===== config.mk =====
export PLATFORM = sky130hd
export DESIGN_NAME = tacky_fetch_ctrl
export DESIGN_NICKNAME = d
export VERILOG_FILES = /design/src/rtl/tacky_fetch_ctrl.sv
export SDC_FILE = /design/constraint.sdc
export NUM_CORES = 1
export LEC_CHECK = 0
export CAP_MARGIN = 20
export CORE_ASPECT_RATIO = 1.1
export CORE_MARGIN = 1.5
export CORE_UTILIZATION = 40
export DETAILED_ROUTE_END_ITERATION = 10
export MAX_ROUTING_LAYER = met4
export PLACE_DENSITY_LB_ADDON = 0.1
export SLEW_MARGIN = 20
export SYNTH_ARGS = -nofsm -noshare
export SYNTH_HDL_FRONTEND = slang
export SYNTH_SLANG_ARGS = --single-unit

===== constraint.sdc =====
create_clock -name clk -period 3.8 [get_ports clk]
set_input_delay 0.76 -clock clk [delete_from_list [all_inputs] [get_ports clk]]
set_output_delay 0.76 -clock clk [all_outputs]
set_load 0.05 [all_outputs]

===== src/rtl/tacky_fetch_ctrl.sv =====
// tacky_fetch_ctrl: instruction fetch and sequencing stage for the Tacky core.
// Owns the architectural PC and the 8-bit `pre` prefix register, fetches one
// 16-bit word at a time, splits it into a full-word instruction or two packed
// 8-bit slots, issues them to execute, and resolves jumps/pre/sys locally by
// steering the downstream `counter` next-PC block.
//
// Ports:
//   clk, rst_n                 clock, asynchronous active-low reset
//   imem_req/addr, imem_ack/data  instruction memory fetch handshake
//   iss_valid/ready, iss_op/reg/imm  issue handshake towards execute
//   rd_a, rd_b                 register file read addresses (counter reg1/reg2)
//   pc, cnt_imm, cnt_ctl       operands and control for the counter block
//   new_pc                     counter result, loaded into pc at NEXT
//   halted                     `sys` reached, sticky until reset
module tacky_fetch_ctrl #(
    parameter logic [15:0] RESET_PC = 16'h0000
) (
    input  logic        clk,
    input  logic        rst_n,
    output logic        imem_req,
    output logic [15:0] imem_addr,
    input  logic        imem_ack,
    input  logic [15:0] imem_data,
    output logic        iss_valid,
    input  logic        iss_ready,
    output logic [4:0]  iss_op,
    output logic [2:0]  iss_reg,
    output logic [15:0] iss_imm,
    output logic [2:0]  rd_a,
    output logic [2:0]  rd_b,
    output logic [15:0] pc,
    output logic [15:0] cnt_imm,
    output logic [3:0]  cnt_ctl,
    input  logic [15:0] new_pc,
    output logic        halted
);

    localparam int unsigned PC_W  = 16;
    localparam int unsigned PRE_W = 8;
    localparam int unsigned OP_W  = 5;

    localparam logic [OP_W-1:0] OP_JR   = 5'h0A;
    localparam logic [OP_W-1:0] OP_JNZ8 = 5'h19;
    localparam logic [OP_W-1:0] OP_JZ8  = 5'h1A;
    localparam logic [OP_W-1:0] OP_JP8  = 5'h1B;
    localparam logic [OP_W-1:0] OP_CF8  = 5'h1C;
    localparam logic [OP_W-1:0] OP_CI8  = 5'h1D;
    localparam logic [OP_W-1:0] OP_PRE  = 5'h1E;
    localparam logic [OP_W-1:0] OP_SYS  = 5'h1F;

    localparam logic [3:0] CTL_INC  = 4'h0;
    localparam logic [3:0] CTL_JZ   = 4'h1;
    localparam logic [3:0] CTL_JNZ  = 4'h2;
    localparam logic [3:0] CTL_JP   = 4'h3;
    localparam logic [3:0] CTL_REGA = 4'h8;
    localparam logic [3:0] CTL_REGB = 4'hC;

    typedef enum logic [2:0] {
        ST_FETCH   = 3'd0,
        ST_SLOT_HI = 3'd1,
        ST_SLOT_LO = 3'd2,
        ST_NEXT    = 3'd3,
        ST_HALT    = 3'd4
    } state_t;

    state_t            state_q, state_d;
    logic [PC_W-1:0]   pc_q, pc_d;
    logic [PRE_W-1:0]  pre_q, pre_d;
    logic [PC_W-1:0]   word_q, word_d;

    // Word decode, purely from the latched word
    logic            full_w;
    logic [OP_W-1:0] op_hi;
    logic [OP_W-1:0] op_lo;
    logic            imm_op;
    logic            hi_jr;
    logic            lo_jr;

    assign full_w = (word_q[15:14] == 2'b11);
    assign op_hi  = word_q[15:11];
    assign op_lo  = word_q[7:3];
    assign imm_op = full_w && ((op_hi == OP_CI8) || (op_hi == OP_CF8));
    assign hi_jr  = !full_w && (op_hi == OP_JR);
    assign lo_jr  = !full_w && (op_lo == OP_JR);

    // Datapath outputs that are plain views of architectural state
    assign imem_addr = pc_q;
    assign pc        = pc_q;
    assign rd_a      = word_q[10:8];
    assign rd_b      = word_q[2:0];
    assign cnt_imm   = {pre_q, word_q[7:0]};

    // State and architectural registers
    always_ff @(posedge clk or negedge rst_n) begin
        if (!rst_n) begin
            state_q <= ST_FETCH;
            pc_q    <= RESET_PC;
            pre_q   <= '0;
            word_q  <= '0;
        end else begin
            state_q <= state_d;
            pc_q    <= pc_d;
            pre_q   <= pre_d;
            word_q  <= word_d;
        end
    end

    // Next-state and output decode; handshake inputs only steer the next state
    always_comb begin
        state_d   = state_q;
        pc_d      = pc_q;
        pre_d     = pre_q;
        word_d    = word_q;
        imem_req  = 1'b0;
        iss_valid = 1'b0;
        iss_op    = '0;
        iss_reg   = '0;
        iss_imm   = '0;
        cnt_ctl   = CTL_INC;
        halted    = 1'b0;

        unique case (state_q)
            ST_FETCH: begin
                imem_req = 1'b1;
                if (imem_ack) begin
                    word_d  = imem_data;
                    state_d = ST_SLOT_HI;
                end
            end

            ST_SLOT_HI: begin
                if (full_w) begin
                    if (imm_op) begin
                        iss_valid = 1'b1;
                        iss_op    = op_hi;
                        iss_reg   = word_q[10:8];
                        iss_imm   = {pre_q, word_q[7:0]};
                        if (iss_ready) state_d = ST_NEXT;
                    end else if (op_hi == OP_SYS) begin
                        state_d = ST_HALT;
                    end else begin
                        state_d = ST_NEXT;
                    end
                end else if (hi_jr) begin
                    state_d = ST_NEXT;
                end else begin
                    iss_valid = 1'b1;
                    iss_op    = op_hi;
                    iss_reg   = word_q[10:8];
                    // A jr in the LO slot is never issued, so skip straight on
                    if (iss_ready) state_d = lo_jr ? ST_NEXT : ST_SLOT_LO;
                end
            end

            ST_SLOT_LO: begin
                if (lo_jr) begin
                    state_d = ST_NEXT;
                end else begin
                    iss_valid = 1'b1;
                    iss_op    = op_lo;
                    iss_reg   = word_q[2:0];
                    if (iss_ready) state_d = ST_NEXT;
                end
            end

            ST_NEXT: begin
                if (full_w) begin
                    unique case (op_hi)
                        OP_JZ8:  cnt_ctl = CTL_JZ;
                        OP_JNZ8: cnt_ctl = CTL_JNZ;
                        OP_JP8:  cnt_ctl = CTL_JP;
                        default: cnt_ctl = CTL_INC;
                    endcase
                    // pre only survives into the instruction right after it
                    if (op_hi == OP_PRE) begin
                        pre_d = word_q[7:0];
                    end else if ((op_hi == OP_JZ8) || (op_hi == OP_JNZ8) ||
                                 (op_hi == OP_JP8) || imm_op) begin
                        pre_d = '0;
                    end
                end else if (hi_jr) begin
                    cnt_ctl = CTL_REGA;
                end else if (lo_jr) begin
                    cnt_ctl = CTL_REGB;
                end
                pc_d    = new_pc;
                state_d = ST_FETCH;
            end

            ST_HALT: begin
                halted = 1'b1;
            end

            default: begin
                state_d = ST_FETCH;
            end
        endcase
    end

endmodule


After elaboration in Yosys (flattened, before gate mapping):

Index checks and enable logic that the tools add are counted.

* reductions and logical operators: 13
* bitwise operators: 1
* multiplexer cells: 37
* equal/unequal tests: 16

Operators by type and width (count)
* $mux 16: 3
* $mux 3: 12
* $eq 5x5->1 const B: 7
* $mux 5: 4
* $mux 4: 4
* $mux 8: 2
* $pmux 3 s4: 1
* $eq 5x4->1 const B: 2
* $pmux 5 s2: 1
* $mux 1: 7
* $eq 3x2->1 const B: 2
* $pmux 2 s3: 1
* $pmux 3 s2: 1
* $reduce_and 3->1: 2
* $logic_or 1x1->1: 4
* $ne 4x4->1 const B: 1
* $eq 3x1->1 const B: 1
* $eq 3x3->1 const B: 1
* $logic_and 1x1->1: 3
* $logic_not 3->1: 1
* $eq 2x2->1 const B: 1
* $ne 2x2->1 const B: 1
* $pmux 1 s2: 1
* $reduce_and 2->1: 1
* other kinds (3): 3

* input port bits: 36
* register bits: 43

Logic depth before layout (Yosys ltp):

Gate-level depths: netlist (run 1).

* word-level depth: 8
* depth in mapped cells: 7
* depth with buffers taken out: 4

Worst setup path after synthesis (run 1):

OpenSTA, ideal clock, no wires.

* path kind: register to output
* start point: register word_q[15]
* end point: output cnt_ctl[2]
* arrival: 2235 ps
* stages on the path, launching flop included: 5
* data required time: 3040 ps
* setup slack: 805 ps
* cells stage by stage: dfrtp_1 > and2_1 > buf_4 > nor4_4 > nor3b_1

* word-level cells in the longest chain between the ends: 7

Ends and longest elaborated chain
* from (decl): RTL line 69 `logic [PC_W-1:0] word_q, word_d;`
* from (signal assigned): RTL line 104 `word_q <= word_d;`
* $eq 2x2->1: RTL line 79 `assign full_w = (word_q[15:14] == 2'b11);`
* $logic_not 1->1: RTL line 83, 84
* $logic_and 1x1->1: RTL line 84 `assign lo_jr = !full_w && (op_lo == OP_JR);`
* $mux 4: RTL line 183 `end else if (lo_jr) begin`
* $mux 4: RTL line 181 `end else if (hi_jr) begin`
* $mux 4 (*): RTL line 167 `if (full_w) begin`
* $mux 4 (*): RTL line 122 `unique case (state_q)`
* to (decl): RTL line 33 `output logic [3:0] cnt_ctl,`

Mark *: on every way between the ends. The rest lies on a longest branch, timed or not.

Final worst setup path (run 1):

* start point: register state_q[0]
* end point: output iss_imm[6]

* word-level cells in the longest chain between the ends: 2

Ends and longest elaborated chain
* from (decl): RTL line 66 `state_t state_q, state_d;`
* from (signal assigned): RTL line 101 `state_q <= state_d;`
* $eq 3x1->1: RTL line 122
* $mux 16: RTL line 122
* to (decl): RTL line 28 `output logic [15:0] iss_imm,`

No other way between the ends.

==> impl_metrics.tcl, run 1 <==
set metrics [dict create \
    synth-compound-area-share 0.0649 \
    fillCellCount 524 \
    ys_ff_latch 43 \
    cts_setup_buffers 0 \
    cts_hold_buffers 0 \
    arrival_ns 2.77 \
    area_growth_pct 47.0 \
    clk_pin_slew_ns 0.08 \
    setup-violations-final 0 \
    num-nets-final 343 \
    cts.sinks 43 \
    vias_per_cell 4.95 \
    synth-seq-area-share 0.447 \
    syn_avg_cell_area_um2 11.0 \
    drt_iter0_drc 36 \
    gp_congestion 0.810 \
    cts-buffers-inserted 5 \
    finalHoldViolations 0 \
    rows 29 \
    top_level_ports 121 \
    port_buffers 120 \
    synth_top_family_by_area "simple AND/OR/NAND/NOR gates" \
    path_class "reg -> out" \
    dr.pass1.iters 5 \
    synth_area_mm2 0.00241 \
    htreeDepth 2 \
    diodes 0 \
    syn_nets 255 \
    drv_slew 0 \
    dpl.hpwl_um 3940 \
    grt_usage 0.175 \
    path_max_fanout 16 \
    synth_xor_area_frac 0 \
    grt_max_degree 44 \
    status "complete, no violations" \
    cp_data_required_time_ns 3.04 \
    drtAntennaViolNets 0 \
    worstSetupEndpointType "primary output" \
    synthSimpleGateAreaFrac 0.212 \
    wl_met3_um 436 \
    whs_ns 0.323 \
    vias 1904 \
    clock_skew_ns 0.00690 \
    antenna_found_initial 0 \
    grt_first_pass_wirelength_um 8840 \
    drt-met1-wl_um 2280 \
    cts_root_buf "clkbuf_8" \
    relSlewSlack 0.483 \
    netlist_instances 219 \
    fin_crit_ns 3.53 \
    placed_cells 376 \
    ys_warn_count 0 \
    core_area_mm2 0.00581 \
    tritoncts "built" \
    clock.fmax_mhz 283 \
    synthAdderAreaFrac 0 \
    start_util 0.415 \
    period_share 0.930 \
    dieArea_mm2 0.00650 \
    cts_resized 0 \
    route.detailed.drc 0 \
    grt_overflow_total 0 \
    clock_path_buffers 2 \
    grt_pass1_vias 1828 \
    rsz0062_at_grt "false" \
    finalWirelength_um 5320 \
    top_layer "met4" \
    maxCapViolCount 0 \
    startpoint_type "flop" \
    drive_gt1_frac 0.169 \
    worst_pin_slew_ns 0.775 \
    dr_wl_met2_um 2530 \
    wire_per_inst_um 13.8 \
    die_h_um 84.4 \
    muxShareOfSynthArea 0.145 \
    fin_tns_setup_ns 0 \
    min_path_type "in -> async" \
    final_common_cell "clkdlybuf4s50_1" \
    stdcell_count 385 \
    mostFrequentLayoutCells "119 x clkdlybuf4s50_1, 43 x dfrtp_1, 31 x mux2_2" \
    fp.dieW_um 77.0 \
    clock_latency_ns 0.30 \
    synth_cell_types 37 \
]
-- Yosys cell counts, drive strengths merged --
cell type,instances,share of area
a211oi,1,0.0031
a21oi,3,0.0078
a22o,8,0.029
a311oi,1,0.0036
a31o,1,0.0036
and2,20,0.052
and2b,1,0.0031
and3,2,0.0057
buf,42,0.13
dfrtp,43,0.45
inv,2,0.0031
mux2,31,0.14
nand2,18,0.028
nand2b,3,0.0078
nand3,9,0.019
nand3b,2,0.0062
nor2,5,0.0078
nor2b,1,0.0026
nor3,9,0.025
nor3b,3,0.0093
nor4,3,0.023
nor4b,2,0.014
o21a,1,0.0031
o21ai,3,0.0062
o31a,1,0.0036
o41a,1,0.0047
or2,1,0.0026
or3b,1,0.0036
or4,1,0.0031
-- cell families after synthesis --
group	after synthesis
multiplexers	31
AND/OR/NAND/NOR	81
AO/OA/AOI/OAI	20
flip-flops	43
buffers and inverters	44
-- area by class of cell --
cell class / instances / area [um2] / share of cell area
Multi-Input combinational cell: 132 / 1020 / 0.287
Clock buffer: 5 / 68.8 / 0.0194
Clock inverter: 3 / 43.8 / 0.0124
Inverter: 2 / 7.51 / 0.00212
Tap cell: 77 / 96.3 / 0.0272
Timing Repair Buffer: 123 / 1230 / 0.348
Sequential cell: 43 / 1080 / 0.304
-- metal layers --
metal / vias up / track usage
met5: - / -
met3: 6 / 0.0446
met4: 0 / 0.0545
met2: 92 / 0.282
li1: 904 / -
met1: 902 / 0.216
-- worst max-delay path, cell delays in order, from the launching register on --
cell	delay, ns
dfrtp_1	0.52
or3b_1	0.53
nor3_4	0.44
and2_1	0.19
clkdlybuf4s50_1	0.79
-- through the flow --
stage                     instance area, um2   util  setup slack [ns]
after CTS                               3520  0.606             0.246
after global routing                    3540  0.610            0.0667
after detailed placement                3410  0.587             0.581
after floorplan                         2410      -             0.805
after global placement                  3410  0.587             0.606
final                                   3540  0.610             0.266
-- registers in the layout, indices dropped and copies added (netlist names) --
| signal | cells |
|---|---|
| imem_addr | 16 |
| word_q | 16 |
| pre_q | 8 |
| state_q | 3 |
-- worst paths after layout --
kind	startpoint	end	slack, ns	depth (start not counted)
max in group asynchronous	rst_n	state_q[1]	3.02	2
max	state_q[0]	iss_imm[6]	0.27	4
min in group clk	pre_q[2]	pre_q[2]	0.48	2
min	rst_n	word_q[6]	0.32	1
max reg2reg	state_q[1]	pre_q[3]	1.64	5
min reg2reg	pre_q[2]	pre_q[2]	0.48	2
Power of run 1 is left out: the tool's default activity adds up to more than one toggle a clock period on the data nets, which glitch-free logic cannot reach.
==> run 2, diff against run 1 <==
Clock period 3.8 ns to 3.3 ns, I/O delays scaled along.
==> impl_metrics.tcl, run 2 (synthesized netlist as in run 1, its figures left out) <==
set metrics [dict create \
    clock_path_buffers 2 \
    crit_chain "or3b_1 -> a21oi_2 -> a22o_1 -> clkdlybuf4s50_1" \
    maxCapViolCount 0 \
    tritoncts "built" \
    stdcell_count 384 \
    route.detailed.drc 0 \
    placed_cells 376 \
    finalHoldViolations 0 \
    dpl.hpwl_um 4050 \
    startpoint_type "flop" \
    fillCellCount 540 \
    diodes 0 \
    fp.dieW_um 77.0 \
    cts.sinks 43 \
    core_area_mm2 0.00581 \
    drv_slew 0 \
    placed_area_mm2 0.00338 \
    path_max_fanout 10 \
    max_stage_delay_ns 0.79 \
    cts_resized 0 \
    dieArea_mm2 0.00650 \
    final_area_mm2 0.00347 \
    finalWirelength_um 5440 \
    grt_usage 0.179 \
    vias_per_cell 4.91 \
    drt_iter0_drc 47 \
    vias 1884 \
    cts-buffers-inserted 5 \
    gp_congestion 0.850 \
    clock_skew_ns 0.00371 \
    worstSetupEndpointType "primary output" \
    cp_data_required_time_ns 2.64 \
    arrival_ns 2.46 \
    num-nets-final 342 \
    min_path_type "in -> async" \
    cts_hold_buffers 0 \
    fin_util 0.597 \
    cts_root_buf "clkbuf_8" \
    grt_pass1_vias 1756 \
    die_h_um 84.4 \
    rsz0062_at_grt "false" \
    clk_pin_slew_ns 0.08 \
    port_buffers 120 \
    clock.fmax_mhz 321 \
    fin_crit_ns 3.12 \
    relSlewSlack 0.635 \
    status "complete, no violations" \
    drive_gt1_frac 0.248 \
    rows 29 \
    path_class "reg -> out" \
    antenna_found_initial 0 \
    htreeDepth 2 \
    period_share 0.945 \
    grt_overflow_total 0 \
    mostFrequentLayoutCells "93 x clkdlybuf4s50_1, 43 x dfrtp_1, 31 x mux2_2" \
    worst_pin_slew_ns 0.548 \
    start_util 0.415 \
    drtAntennaViolNets 0 \
    final_common_cell "clkdlybuf4s50_1" \
    grt_first_pass_wirelength_um 8910 \
    wire_per_inst_um 14.2 \
    cts_setup_buffers 0 \
    grt_max_degree 44 \
    dr.pass1.iters 4 \
    clock_latency_ns 0.30 \
    cp_slowest_cell "clkdlybuf4s50_1" \
    area_growth_pct 44.0 \
    top_level_ports 121 \
    setup-violations-final 0 \
    fin_tns_setup_ns 0 \
]
-- run 2: area by class of cell --
type	count	area, um2	share of cell area
Clock buffer	6	72.6	0.0209
Clock inverter	2	12.5	0.00361
Inverter	2	7.51	0.00216
Multi-Input combinational cell	132	1020	0.293
Sequential cell	43	1080	0.310
Tap cell	77	96.3	0.0278
Timing Repair Buffer	122	1190	0.342
-- run 2: final timing paths --
path	start	endpoint	slack, ns	depth (start not counted)
worst max-delay path	state_q[1]	iss_op[0]	0.18	4
worst min-delay path	rst_n	word_q[3]	0.34	1
worst max register to register	state_q[0]	word_q[1]	1.49	4
worst min register to register	pre_q[1]	pre_q[1]	0.49	2
max in group asynchronous	rst_n	state_q[2]	2.58	1
min in group clk	pre_q[1]	pre_q[1]	0.49	2
-- run 2: routing by layer --
layer  track usage  share of wire
met5             -              0
met2         0.275           0.47
met4        0.0694          0.023
met3        0.0543          0.084
met1         0.223           0.43
-- run 2: per-stage QoR --
stage / setup WS (ns) / hold WS (ns)
after global placement: 0.538 / 0.465
after detailed placement: 0.505 / 0.475
after floorplan: 0.405 / 0.364
after global routing: 0.0955 / 0.391
final: 0.182 / 0.343
after CTS: 0.173 / 0.494
-- run 2: critical path: cells and delay by family (launching register included) --
| family | cells | cell delay, ns |
|---|---|---|
| buf+inv | 1 | 0.79 |
| simple gates | 1 | 0.55 |
| flops | 1 | 0.48 |
| compound gates | 2 | 0.34 |
Power of run 2 is left out for the same reason.
